**src/rtl/i2s_sync_filter_bank.sv**
```systemverilog
// i2s_sync_filter_bank
// Multi-channel synchroniser for asynchronous I2S pad inputs (SCK/WS/SD and
// status pins). Each channel runs through a STAGES-deep flop chain, then an
// optional persistence filter that accepts a new level only after it has been
// seen for FILT consecutive cycles. Registered rise/fall pulses mark every
// change of the filtered level.
module i2s_sync_filter_bank #(
  parameter int               WIDTH   = 4,
  parameter int               STAGES  = 2,
  parameter int               FILT    = 3,
  parameter logic [WIDTH-1:0] RST_VAL = '0
) (
  input  logic             clk,
  input  logic             rst_n,
  input  logic [WIDTH-1:0] din,
  input  logic             filt_en,
  output logic [WIDTH-1:0] dout,
  output logic [WIDTH-1:0] rise,
  output logic [WIDTH-1:0] fall
);

  // Counter only ever needs to reach FILT-1; keep at least one bit so the
  // bypass-only configuration still elaborates cleanly.
  localparam int             CW       = (FILT < 1) ? 1 : $clog2(FILT + 1);
  localparam logic [CW-1:0]  CNT_LAST = CW'((FILT >= 1) ? FILT - 1 : 0);
  localparam logic           FILT_ON  = (FILT >= 1);

  // Stage 0 is the first flop after the pad; stage STAGES-1 is the settled level.
  logic [STAGES-1:0][WIDTH-1:0] r_sync;
  logic [WIDTH-1:0][CW-1:0]     r_cnt;

  logic [WIDTH-1:0]             w_s;
  logic                         w_active;
  logic [WIDTH-1:0]             w_dout_next;
  logic [WIDTH-1:0][CW-1:0]     w_cnt_next;

  assign w_s      = r_sync[STAGES-1];
  assign w_active = filt_en & FILT_ON;

  // Synchroniser chain: din enters stage 0 directly, each stage copies the one before.
  always_ff @(posedge clk or negedge rst_n) begin
    if (!rst_n) begin
      // NOTE: the chain is a bank of ordinary flops, not a RAM, so every stage
      // takes the reset value; otherwise s would carry X into dout after reset.
      r_sync <= {STAGES{RST_VAL}};
    end else begin
      // NOTE: non-blocking assignment lets every stage sample the old value of
      // its neighbour, which is what makes this a shift rather than a wire.
      r_sync <= {r_sync[STAGES-2:0], din};
    end
  end

  // Per-channel filter decision: next filtered level and next persistence count.
  always_comb begin
    // NOTE: defaults first so every path through the loop assigns both
    // signals; a missed branch would otherwise infer a latch.
    w_dout_next = dout;
    w_cnt_next  = '0;
    for (int i = 0; i < WIDTH; i++) begin
      if (!w_active) begin
        // Bypass: follow the synchronised level, any partial count is dropped.
        w_dout_next[i] = w_s[i];
      end else if (w_s[i] != dout[i]) begin
        if (r_cnt[i] == CNT_LAST) begin
          // New level has persisted long enough: accept it and restart.
          w_dout_next[i] = w_s[i];
        end else begin
          w_cnt_next[i] = r_cnt[i] + 1'b1;
        end
      end
      // s matching dout (including a glitch that returned early) leaves the
      // count at its default of zero.
    end
  end

  // Filtered level, counters and edge pulses all update on the same edge.
  always_ff @(posedge clk or negedge rst_n) begin
    if (!rst_n) begin
      dout  <= RST_VAL;
      r_cnt <= '0;
      rise  <= '0;
      fall  <= '0;
    end else begin
      dout  <= w_dout_next;
      r_cnt <= w_cnt_next;
      rise  <= ~dout & w_dout_next;
      fall  <= dout & ~w_dout_next;
    end
  end

endmodule
```
**config.mk**
```make
export PLATFORM = sky130hd
export DESIGN_NAME = i2s_sync_filter_bank
export DESIGN_NICKNAME = d
export VERILOG_FILES = /design/src/rtl/i2s_sync_filter_bank.sv
export SDC_FILE = /design/constraint.sdc
export NUM_CORES = 1
export LEC_CHECK = 0
export ABC_CLOCK_PERIOD_IN_PS = 1600
export BUFFER_PORTS_ARGS = -buffer_cell sky130_fd_sc_hd__buf_2
export CAP_MARGIN = 10
export CORE_UTILIZATION = 50
export CTS_CLUSTER_SIZE = 20
export DETAILED_ROUTE_END_ITERATION = 8
export PLACE_DENSITY = 0.83
export SYNTH_ARGS = -nofsm -noshare
export SYNTH_HDL_FRONTEND = slang
export SYNTH_SLANG_ARGS = --single-unit
```
**constraint.sdc**
```tcl
create_clock -name clk -period 1.6 [get_ports clk]
set_input_delay 0.08 -clock clk [delete_from_list [all_inputs] [get_ports clk]]
set_output_delay 0.08 -clock clk [all_outputs]
set_load 0.1 [all_outputs]
```
After elaboration in Yosys (flattened, before gate mapping)
Cells that the tools add are included.
- flip-flop bits (word level): 28
- input bits: 7
- output and inout port bits: 12
- word-level logic and storage cells: 49
- $add $sub $neg: 4
- equal/unequal tests: 8
- mux-type cells: 24
- bitwise logic cells: 4
- operators with widths (cell ; number):
    $mux 2 ; 12
    $mux 1 ; 12
    $add 2x1->2 const B ; 4
    $and 4x4->4 ; 2
    $eq 2x2->1 const B ; 4
    $not 4->4 ; 2
    $ne 1x1->1 ; 4

Logic depth before layout (Yosys ltp)
Gate-level depths: netlist (run 1).
- depth after elaboration: 6
- gate-level depth with buffers: 4
- depth with buffers taken out: 3

Worst setup path before layout (run 1)
OpenSTA, ideal clock, no wires.
- path type: reg2reg
- start point: reg dout[3]
- end point: reg r_cnt[6] in the netlist's numbering
- setup time: 101 ps
- data arrival time: 1298 ps
- required time: 1499 ps
- slack: 201 ps
- cell stages (with the launch flop): 3
- buffers on the path: 0
- clock period less this slack: 1399 ps
- cells stage by stage: dfrtp_1 > xnor2_1 > nor4_1
- RTL lines (item ; RTL line ; text):
    start, declared ; 17 ; output logic [WIDTH-1:0] dout,
    start signal, assigned ; 84 ; dout <= w_dout_next;
    end signal, assigned ; 85 ; r_cnt <= w_cnt_next;
    end, declared ; 30 ; logic [WIDTH-1:0][CW-1:0] r_cnt;

Final worst setup path (run 1)
- start point: reg dout[3]
- end point: out dout[3]
No word-level cell between the ends.

==> results.md, run 1 <==
* Post-route DRC violation count at 0
* Layout cell share with drive strength beyond 1 at 0.3523
* Hold_sp: filt_en
* Worst setup startpoint: dout[3]
* Commonest cells in the netlist: dfrtp_1 (28), nor3b_1 (8), nor4_1 (8), inv_1 (4), xnor2_1 (4)
* H-tree Lvls at 1
* Power, Total at 1.576 mW
* Critical path's slowest cell: buf_2
* Clock period minus worst slack at 1.291 ns
* Worst path arrival time at 1.21 ns
* RSZ-0062 raised after global routing: false
* Largest net degree at the start of global routing at 29
* Core area at 1783 sq um
* Synth top area share at 0.7161
* Placed cell area at 1089 sq um
* Post-CTS Setup Bufs at 0
* Primary FF master, synth: dfrtp_1
* Critical path, cell by cell: buf_2
* Post-synth EDFFs at 0
* Setup crit start kind: register
* Register Area at 700.7 sq um
* Count of TritonRoute iterations in the first routing pass at 2
* Hold slack at 0.1836 ns
* Post-DP HPWL at 911.3 um
* FP Rows at 15
* Antenna viol nets, final at 0
* Filler cell count at 141
* Final setup fails at 0
* Layout Nets at 96
* Metal1 wirelength at 576 um
* Maximum clock frequency at 774.6 MHz
* Register area share after synthesis at 0.7161
* Final period util at 0.8069
* Via count at 550
* RR Startpoint: r_cnt[0]
* CP Class: register to output port
* Wire length on met3 at 34 um
* Final WL at 1296 um
* Die width at 46.24 um
* Root Buffer: clkbuf_4
* Slowest stage delay, CP at 0.45 ns
* Cell area power density at 1323 nW/um^2
* Detailed Route Iter0 Violations at 2
* Cells after synthesis at 62
* GRT Total Usage at 0.1445
* Tightest Hold Check Type: input pin to register
* Gr ovfl total at 0
* Final hold viol count at 0
* Synth area leaders: dfrtp_1 (72%), nor3b_1 (6.1%), nor4_1 (5.1%), xnor2_1 (3.6%), a21oi_4 (3.3%)
* Count of cell types in the netlist at 11
* Crit path buf inv count at 1
* Worst-path clk slew at 0.15 ns
* Wire length on met2 at 671 um
* IO buf count at 18
* Relative slew slack at 0.6112
* Area grow syn2layout at 21.74%
* Max capacitance violation total at 0
* I/O pin count at 19
* Clock sink total at 28
* Ant diodes at 0
* Clock buffer count from CTS at 3
* Vias per cell at 4.867
* Die area at 2138 sq um
* Final RePlAce weighted congestion at 0.6390
* Outcome: complete, no violations
* Syn_nets at 69
* Multi-input gate area at 247.7 sq um
* Starting Density at 0.5488
* Worst-skew pair later-pin latency at 0.32 ns
* Worst clock skew at 0.009644 ns
* Count of state elements after synthesis at 28
* Crit end category: output port
* Top delay family on crit path: buffers and inverters
* Worst EP required at 1.52 ns
* TritonCTS clock tree: built
* First-pass GRT wire length at 2083 um
* Fin area at 1191 sq um
* Uppermost routed layer: met4
* Number of global-route vias before repair at 507
* TNS Setup at 0 ns
* Synth async-reset ratio at 1.000
* Max Fanout on Critical Path at 5
* Clock buffer depth at 2
* Syn Std Cell Area at 978.4 sq um
* Wirelength per Cell at 11.47 um
* VDD IR max at 741.8 uV
* Leakage power at 0.5582 nW
* Die H at 46.24 um
* Final Core Density at 0.6681
* Area leader, netlist: dfrtp_1
* Antenna violations before repair at 0
* Count leader, synth: dfrtp_1
* Max Slew Vio Count at 0
* Avg Inst Size Synth at 15.78 sq um
* Actual slew at the worst max-slew pin at 0.5833 ns
* Yosys warns at 0
-- power breakdown --
group          switching [mW]  internal, mW
clock                   0.194         0.253
sequential             0.0384         0.759
combinational           0.254        0.0775
-- layout by cell type (no fill, tap or decap), drive strengths merged --
master / n
a21oi: 4
buf: 18
bufinv: 1
clkbuf: 3
dfrtp: 28
dlygate4sd3: 5
inv: 5
mux2: 4
nor3b: 8
nor4: 8
xnor2: 4
-- repair_timing --
| action | CTS | global route |
|---|---|---|
| hold endpoints to repair | 32 | 0 |
| gates resized for setup | 0 | 0 |
| hold buffers | 5 | 0 |
-- cell type report --
class / count / share of cell area
Timing Repair Buffer: 23 / 0.1176
Clock inverter: 1 / 0.02521
Inverter: 5 / 0.01576
Multi-Input combinational cell: 28 / 0.2080
Tap cell: 25 / 0.02626
Clock buffer: 3 / 0.01891
Sequential cell: 28 / 0.5882
-- per-layer routing --
| metal | vias up | global-route usage |
|---|---|---|
| li1 | 268 | - |
| met1 | 269 | 0.1806 |
| met2 | 11 | 0.2338 |
| met3 | 2 | 0.02353 |
| met4 | 0 | 0.08824 |
| met5 | - | 0 |
-- per-stage QoR --
| stage | setup slack, ns | std cells |
|---|---|---|
| after floorplan | 0.2006 | 62 |
| after global placement | 0.5727 | 104 |
| after detailed placement | 0.5400 | 104 |
| after CTS | 0.2877 | 113 |
| after global routing | 0.2169 | 113 |
| final | 0.3089 | 113 |
-- logic make-up (layout without fill, tap and decap cells) --
family,Yosys count,in the layout,synth area share
flops,28,28,0.7161
buf+inv,6,32,0.03068
xor+xnor,4,4,0.03580
simple gates,16,16,0.1125
mux,4,4,0.05371
compound gates,4,4,0.05115
-- path summary, 6_finish.rpt --
kind	to	slack, ns	cells past startpoint
min in group asynchronous	r_cnt[0]	0.27	2
max in group asynchronous	r_sync[2]	0.94	2
worst min-delay path	r_cnt[0]	0.18	3
worst max-delay path	dout[3]	0.31	1
worst max register to register	dout[0]	0.51	3
worst min register to register	w_s[3]	0.36	0
-- state kept, by name, summed over array words and instances (netlist names) --
| register | count |
|---|---|
| dout | 4 |
| r_sync | 4 |
| w_s | 4 |
| rise | 4 |
| r_cnt | 8 |
| fall | 4 |
No activity file was read; power rests on OpenSTA's default activity.
==> run 2, diff against run 1 <==
Settings changed: ABC_AREA from default to 1, ABC_CLOCK_PERIOD_IN_PS 1600 to 1000, CORE_UTILIZATION 50 to 47, PLACE_DENSITY 0.83 to 0.82.
Clock period 1.6 ns to 1 ns, I/O delays scaled along.
==> run 2 against run 1 <==
Net effect:
- the run now ends with negative setup slack left
- clock skew down 0.0087 ns
- cell count is 46% higher
- synthesized cell count up 73%
- hold slack got worse by 0.12 ns
- via count rose by 44%
- core utilization up 9.9 points
- critical path depth stayed put
- sequential power rose by 64%
- combinational power rose to 2.7 times the previous value
- non-clock buffer count up 5
- register-to-register slack got worse by 0.52 ns
- count of clock-buffer cells in the layout grew 1
==> results.md, run 2 <==
* Outcome: finished, violations left
* Violated checks: negative setup slack
* Layout cell share with drive strength beyond 1 at 0.3551 (+0.002800)
* FP Rows at 16 (+1)
* Primary FF master, synth: dfrtp_1
* Setup crit start kind: register
* Clock buffer depth at 2 (unchanged)
* Max Slew Vio Count at 0 (unchanged)
* Final RePlAce weighted congestion at 0.7919 (+24%)
* Post-DP HPWL at 1356 um (+49%)
* Worst-path clk slew at 0.14 ns (about the same)
* Final hold viol count at 0 (unchanged)
* Post-route DRC violation count at 0 (unchanged)
* Antenna viol nets, final at 0 (unchanged)
* Count of state elements after synthesis at 28 (unchanged)
* Clock sink total at 28 (unchanged)
* TritonCTS clock tree: built
* Clock buffer count from CTS at 3 (unchanged)
* Die width at 48.70 um (+5.3%)
* Die area at 2371 sq um (+11%)
* I/O pin count at 19 (unchanged)
* Worst EP required at 0.95 ns (-0.57 ns)
* TNS Setup at -0.3061 ns (-0.3061 ns)
* Final setup fails at 6 (+6)
* Worst path arrival time at 1.03 ns (-0.18 ns)
* Clock period minus worst slack at 1.075 ns
* CP Class: register to output port
* Syn Std Cell Area at 1025 sq um (+4.7%)
* Area leader, netlist: dfrtp_1
* Most common cell after layout, fill and taps aside: dfrtp_1
* Wirelength per Cell at 12.28 um (+7.1%)
* Count leader, synth: nand2_1
* Relative slew slack at 0.8084 (+0.1972)
* Vias per cell at 4.800 (-1.4%)
* Layout Nets at 146 (+52%)
* Pre-CTS setup slack at 0.05487 ns (-0.4851 ns)
* Critical path, cell by cell: buf_12
* Power, Total at 2.754 mW (+75%)
* Ant diodes at 0 (unchanged)
* Max capacitance violation total at 0 (unchanged)
* Final WS setup at -0.07546 ns (-0.3844 ns)
* Via count at 792 (+44%)
* Largest net degree at the start of global routing at 18 (-38%)
* Actual slew at the worst max-slew pin at 0.2875 ns (-0.2958 ns)
* GRT Total Usage at 0.2001 (+0.05561)
* First-pass GRT wire length at 3567 um (+71%)
* VDD IR max at 1631 uV (+120%)
* Syn_nets at 114 (+65%)
* Worst-skew pair later-pin latency at 0.32 ns (about the same)
* Maximum clock frequency at 929.8 MHz
* Slowest stage delay, CP at 0.53 ns (+0.08 ns)
* Antenna violations before repair at 0 (unchanged)
* Synth async-reset ratio at 1.000 (unchanged)
* Tightest Hold Check Type: input pin to register
* RSZ-0062 raised after global routing: true
* Synth top area share at 0.6838 (-0.03235)
* Max Fanout on Critical Path at 3 (-2)
* Placed cell area at 1358 sq um (+25%)
* Leakage power at 0.7893 nW (+41%)
* Top delay family on crit path: flip-flops
* Crit end category: output port
* Root Buffer: clkbuf_4
* Most frequent cells in the layout: dfrtp_1 (24), nand2_1 (22), inv_1 (16)
* Worst clock skew at 0.0009865 ns (-0.008658 ns)
* H-tree Lvls at 1 (unchanged)
* Most flops, register: r_cnt
* Core area at 2002 sq um (+12%)
* Yosys warns at 0 (unchanged)
* Commonest cells in the netlist: nand2_1 (34), dfrtp_1 (28), inv_1 (20), nor2_1 (10), nand3_1 (8)
* Crit path buf inv count at 1 (unchanged)
* Register area share after synthesis at 0.6838 (-0.03235)
* Fin area at 1536 sq um (+29%)
* Count of TritonRoute iterations in the first routing pass at 4 (+2)
* Max reg flops at 8 (unchanged)
* Detailed Route Iter0 Violations at 10 (+8)
* Number of global-route vias before repair at 888 (+75%)
* Final WL at 2026 um (+56%)
* Area grow syn2layout at 49.94%
* Count of cell types in the netlist at 9 (-2)
* Cell area power density at 1792 nW/um^2 (+35%)
* Starting Density at 0.5119 (-0.03690)
* Avg Inst Size Synth at 9.577 sq um (-39%)
* Final period util at 1.075
* Cells after synthesis at 107 (+73%)
* IO buf count at 18 (unchanged)
* Gr ovfl total at 0 (unchanged)
* Post-synth EDFFs at 0 (unchanged)
* Die H at 48.70 um (+5.3%)
* Critical path's slowest cell: dfrtp_4
* Synth area leaders: dfrtp_1 (68%), nand2_1 (12%), inv_1 (7.3%), nand3_1 (3.9%), nor2_1 (3.7%)
==> run 2: cell families after synthesis <==
logic type | count (synthesis) | synth area share
DFF | 28 | 0.6838
buffers and inverters | 21 | 0.08425
and+or+nand+nor | 56 | 0.2222
AOI/OAI and AO/OA | 2 | 0.009768
==> run 2: final cells by class <==
class / count / area, sq um
inverter: 20 / 82.58
fill: 125 / 465.4
clock buffer: 4 / 36.28
tap: 27 / 33.78
timing repair buffer: 28 / 381.6
multi-input combinational: 58 / 286.5
sequential: 28 / 715.7
==> run 2: worst min-delay path, stage by stage <==
cell and delay, ns:
buf_2 0.17, nand3_1 0.10, nor2_1 0.04
==> run 2: repair_timing <==
| action | in CTS | in global routing |
|---|---|---|
| setup endpoints to repair | 4 | 17 |
| hold endpoints to repair | 32 | 0 |
| hold buffers | 5 | 0 |
| gates resized for setup | 3 | 17 |
| buffers inserted | 3 | 1 |
| pin swaps | 0 | 3 |
==> run 2: layer usage <==
metal / GRT usage / wire length [um] / up-vias
li1: - / - / 379
met1: 0.2094 / 778 / 391
met2: 0.3681 / 1155 / 20
met3: 0.05031 / 80 / 2
met4: 0.09804 / 10 / 0
met5: 0 / 0 / -
==> run 2: through the flow <==
| stage | util | instances | hold slack [ns] |
|---|---|---|---|
| after detailed placement | 0.6781 | 152 | -0.04631 |
| after global placement | 0.6781 | 152 | -0.05676 |
| final | 0.7675 | 165 | 0.05968 |
| after global routing | 0.7675 | 165 | 0.06903 |
| after CTS | 0.7381 | 164 | 0.04989 |
| after floorplan | - | 107 | -0.2456 |
==> run 2: final timing paths <==
| path | from | to | slack [ns] | cells past startpoint |
|---|---|---|---|---|
| setup / recovery | dout[2] | dout[2] | -0.08 | 1 |
| hold / removal | filt_en | r_cnt[1] | 0.06 | 3 |
| setup reg to reg | dout[1] | r_cnt[2] | -0.01 | 6 |
| hold reg to reg | r_sync[2] | w_s[2] | 0.37 | 0 |
| max in group asynchronous | rst_n | dout[1] | 0.50 | 3 |
| min in group asynchronous | rst_n | fall[1] | 0.12 | 2 |
==> run 2: power by group <==
group | switching (mW) | internal [mW] | total [mW]
Clock | 0.321 | 0.223 | 0.544
Combinational | 0.569 | 0.327 | 0.895
Sequential | 0.0789 | 1.24 | 1.31
Total | 0.969 | 1.79 | 2.75
==> run 3, diff against run 2 <==
Settings changed: ABC_AREA 1 to default, CORE_UTILIZATION 47 to 46, PLACE_DENSITY 0.82 to 0.81.
==> run 3 against run 2 <==
Net effect:
- the run still ends with negative setup slack left
- combinational power down 5.0%
- clock power increased by 33%
- hold slack improved by 0.15 ns
- core utilization grew 5.4 points
- sequential cell count unchanged
==> results.md, run 3 (synthesis results as in run 1) <==
* Worst r2r dst: rise[1]
* Final RePlAce weighted congestion at 0.7083 (-11%)
* Max Fanout on Critical Path at 5 (+2)
* Die area at 2316 sq um (-2.3%)
* Outcome: finished, violations left
* Busiest grt layer: met2
* First-pass GRT wire length at 2497 um (-30%)
* Die width at 48.12 um (-1.2%)
* Setup crit start kind: register
* Antenna violations before repair at 0 (unchanged)
* Root Buffer: clkbuf_4
* Gr ovfl total at 0 (unchanged)
* Hold path depth at 3 (unchanged)
* Top delay family on crit path: flip-flops
* Comb power frac at 0.292 (-0.033)
* Inst Count DP at 112 (-26%)
* Fin area at 1629 sq um (+6.0%)
* Met1 Use GR at 0.1782 (-0.03118)
* Vias per cell at 4.938 (+2.9%)
* RR Startpoint: r_cnt[2]
* Max capacitance violation total at 0 (unchanged)
* TNS Setup at -0.7674 ns (-0.4613 ns)
* Antenna viol nets, final at 0 (unchanged)
* Hold EP: r_cnt[1]
* Pint at 2.007 mW (+12%)
* Worst-skew pair later-pin latency at 0.32 ns (about the same)
* Crit path buf inv count at 1 (unchanged)
* Switching Share at 0.3094 (-0.04237)
* Clock buffer count from CTS at 3 (unchanged)
* R2r setup slk at -0.09 ns (-0.08 ns)
* Clock buffer depth at 2 (unchanged)
* Ant diodes at 0 (unchanged)
* Filler cell count at 88 (-30%)
* Most frequent cells in the layout: dfrtp_1 (24), buf_12 (13), buf_4 (13)
* Post-route DRC violation count at 0 (unchanged)
* Final WS setup at -0.1067 ns (-0.03124 ns)
* Max reg flops at 8 (unchanged)
* Count of TritonRoute iterations in the first routing pass at 2 (-2)
* Violated checks: negative setup slack
* FP Rows at 16 (unchanged)
* Final period util at 1.107 (+0.03124)
* Wirelength per Cell at 15.52 um (+26%)
* Maximum clock frequency at 903.6 MHz (-2.8%)
* H-tree Lvls at 1 (unchanged)
* Worst EP required at 0.95 ns (about the same)
* Final hold viol count at 0 (unchanged)
* Crit end category: output port
* Most common cell after layout, fill and taps aside: dfrtp_1
* Final WL at 2018 um (-0.39%)
* Area grow syn2layout at 66.50%
* RSZ-0062 raised after global routing: true
* Seq pwr share at 0.458 (-0.019)
* Layout cell share with drive strength beyond 1 at 0.6214 (+0.2663)
* Detailed Route Iter0 Violations at 2 (-8)
* Clock period minus worst slack at 1.107 ns (+0.03124 ns)
* TritonCTS clock tree: built
* Clock sink total at 28 (unchanged)
* Fin cells at 130 (-21%)
* Relative slew slack at 0.7585 (-0.04982)
* Leakage power at 0.7246 nW (-8.2%)
* Clock Power Share at 0.250 (+0.052)
* Placed cell area at 1369 sq um (+0.83%)
* Most flops, register: r_cnt
* Worst path arrival time at 1.06 ns (+0.03 ns)
* Switching power at 0.8990 mW (-7.2%)
* Hold_sp: filt_en
* Met2 usage at 0.3081 (-0.05995)
* Layout Nets at 111 (-24%)
* Actual slew at the worst max-slew pin at 0.3617 ns (+0.07420 ns)
* Critical path, cell by cell: buf_12
* Largest net degree at the start of global routing at 29 (+11)
* Slowest stage delay, CP at 0.55 ns (+0.02 ns)
* FF-to-FF path depth at 4 (-2)
* Cell area power density at 1784 nW/um^2 (-0.50%)
* VDD IR max at 1546 uV (-5.2%)
* Via count at 642 (-19%)
* Die H at 48.12 um (-1.2%)
* Core area at 1982 sq um (-1.0%)
* Pre-CTS setup slack at -0.04990 ns (-0.1048 ns)
* Worst-path clk slew at 0.15 ns (about the same)
* Tightest Hold Check Type: input pin to register
* GRT Total Usage at 0.1693 (-0.03083)
* Met3 Usage GRT at 0.04074 (-0.009574)
* Starting Density at 0.4937 (-0.01819)
* Worst clock skew at 0.01177 ns (+0.01078 ns)
* Critical path's slowest cell: dfrtp_4
* Hold slack at 0.2131 ns (+0.1534 ns)
* Post-DP HPWL at 1211 um (-11%)
* Max Slew Vio Count at 0 (unchanged)
* CP Class: register to output port
* IO buf count at 18 (unchanged)
* I/O pin count at 19 (unchanged)
* Final setup fails at 17 (+11)
* Number of global-route vias before repair at 573 (-35%)
==> run 3: changes by cell type in the layout (fill, tap and decap cells not counted), moves of 5 or more <==
cell | before | now
nor4_2 | 0 | 5
nand2_1 | 22 | 0
buf_4 | 1 | 13
inv_1 | 16 | 0
nand2_2 | 10 | 0
nand3_1 | 8 | 0
nor2_1 | 10 | 0
nor3b_1 | 0 | 7
==> run 3: area by class of cell <==
type / instances / area (sq um) / share of cell area
sequential: 28 / 715.7 / 0.4393
clock inverter: 1 / 30.03 / 0.01843
tap: 27 / 33.78 / 0.02074
multi-input combinational: 28 / 359.1 / 0.2204
timing repair buffer: 38 / 449.2 / 0.2757
clock buffer: 3 / 22.52 / 0.01382
inverter: 5 / 18.77 / 0.01152
==> run 3: worst max path at each step <==
| stage | cells past startpoint | endpoint | start |
|---|---|---|---|
| 6_report | 1 | dout[1] | dout[1] |
| 5_1_grt | 4 | rise[1] | r_cnt[2] |
| 4_1_cts | 1 | dout[3] | dout[3] |
| 3_5_place_dp | 3 | dout[1] | r_cnt[2] |
| 3_3_place_gp | 2 | dout[1] | r_cnt[3] |
| 2_1_floorplan | 2 | r_cnt[5] | dout[2] |
==> run 3: metrics by stage <==
step                        util  total power [mW]
after floorplan                -             1.764
after global placement    0.6907             2.018
after detailed placement  0.6907             2.048
after CTS                 0.7835             2.854
after global routing      0.8220             2.981
final                     0.8220             2.906
==> run 3: layer usage <==
| metal | up-vias | wire length [um] |
|---|---|---|
| li1 | 297 | - |
| met1 | 327 | 768 |
| met2 | 14 | 1158 |
| met3 | 4 | 50 |
| met4 | 0 | 40 |
| met5 | - | 0 |
==> run 3: power by group through the flow <==
stage | logic [mW] | clock network (mW) | registers (mW)
3_3_place_gp | 0.679 | 0 | 1.34
2_1_floorplan | 0.157 | 0 | 1.61
4_1_cts | 0.793 | 0.740 | 1.32
5_1_grt | 0.884 | 0.758 | 1.34
6_report | 0.850 | 0.726 | 1.33
3_5_place_dp | 0.698 | 0 | 1.35
==> run 3: what timing repair did <==
item | CTS | global route
pin swaps | 2 | 2
gates cloned | 0 | 0
setup buffers | 7 | 2
resized for setup | 6 | 9
hold endpoints to repair | 32 | 0
setup endpoints to repair | 13 | 25
hold buffers | 5 | 0
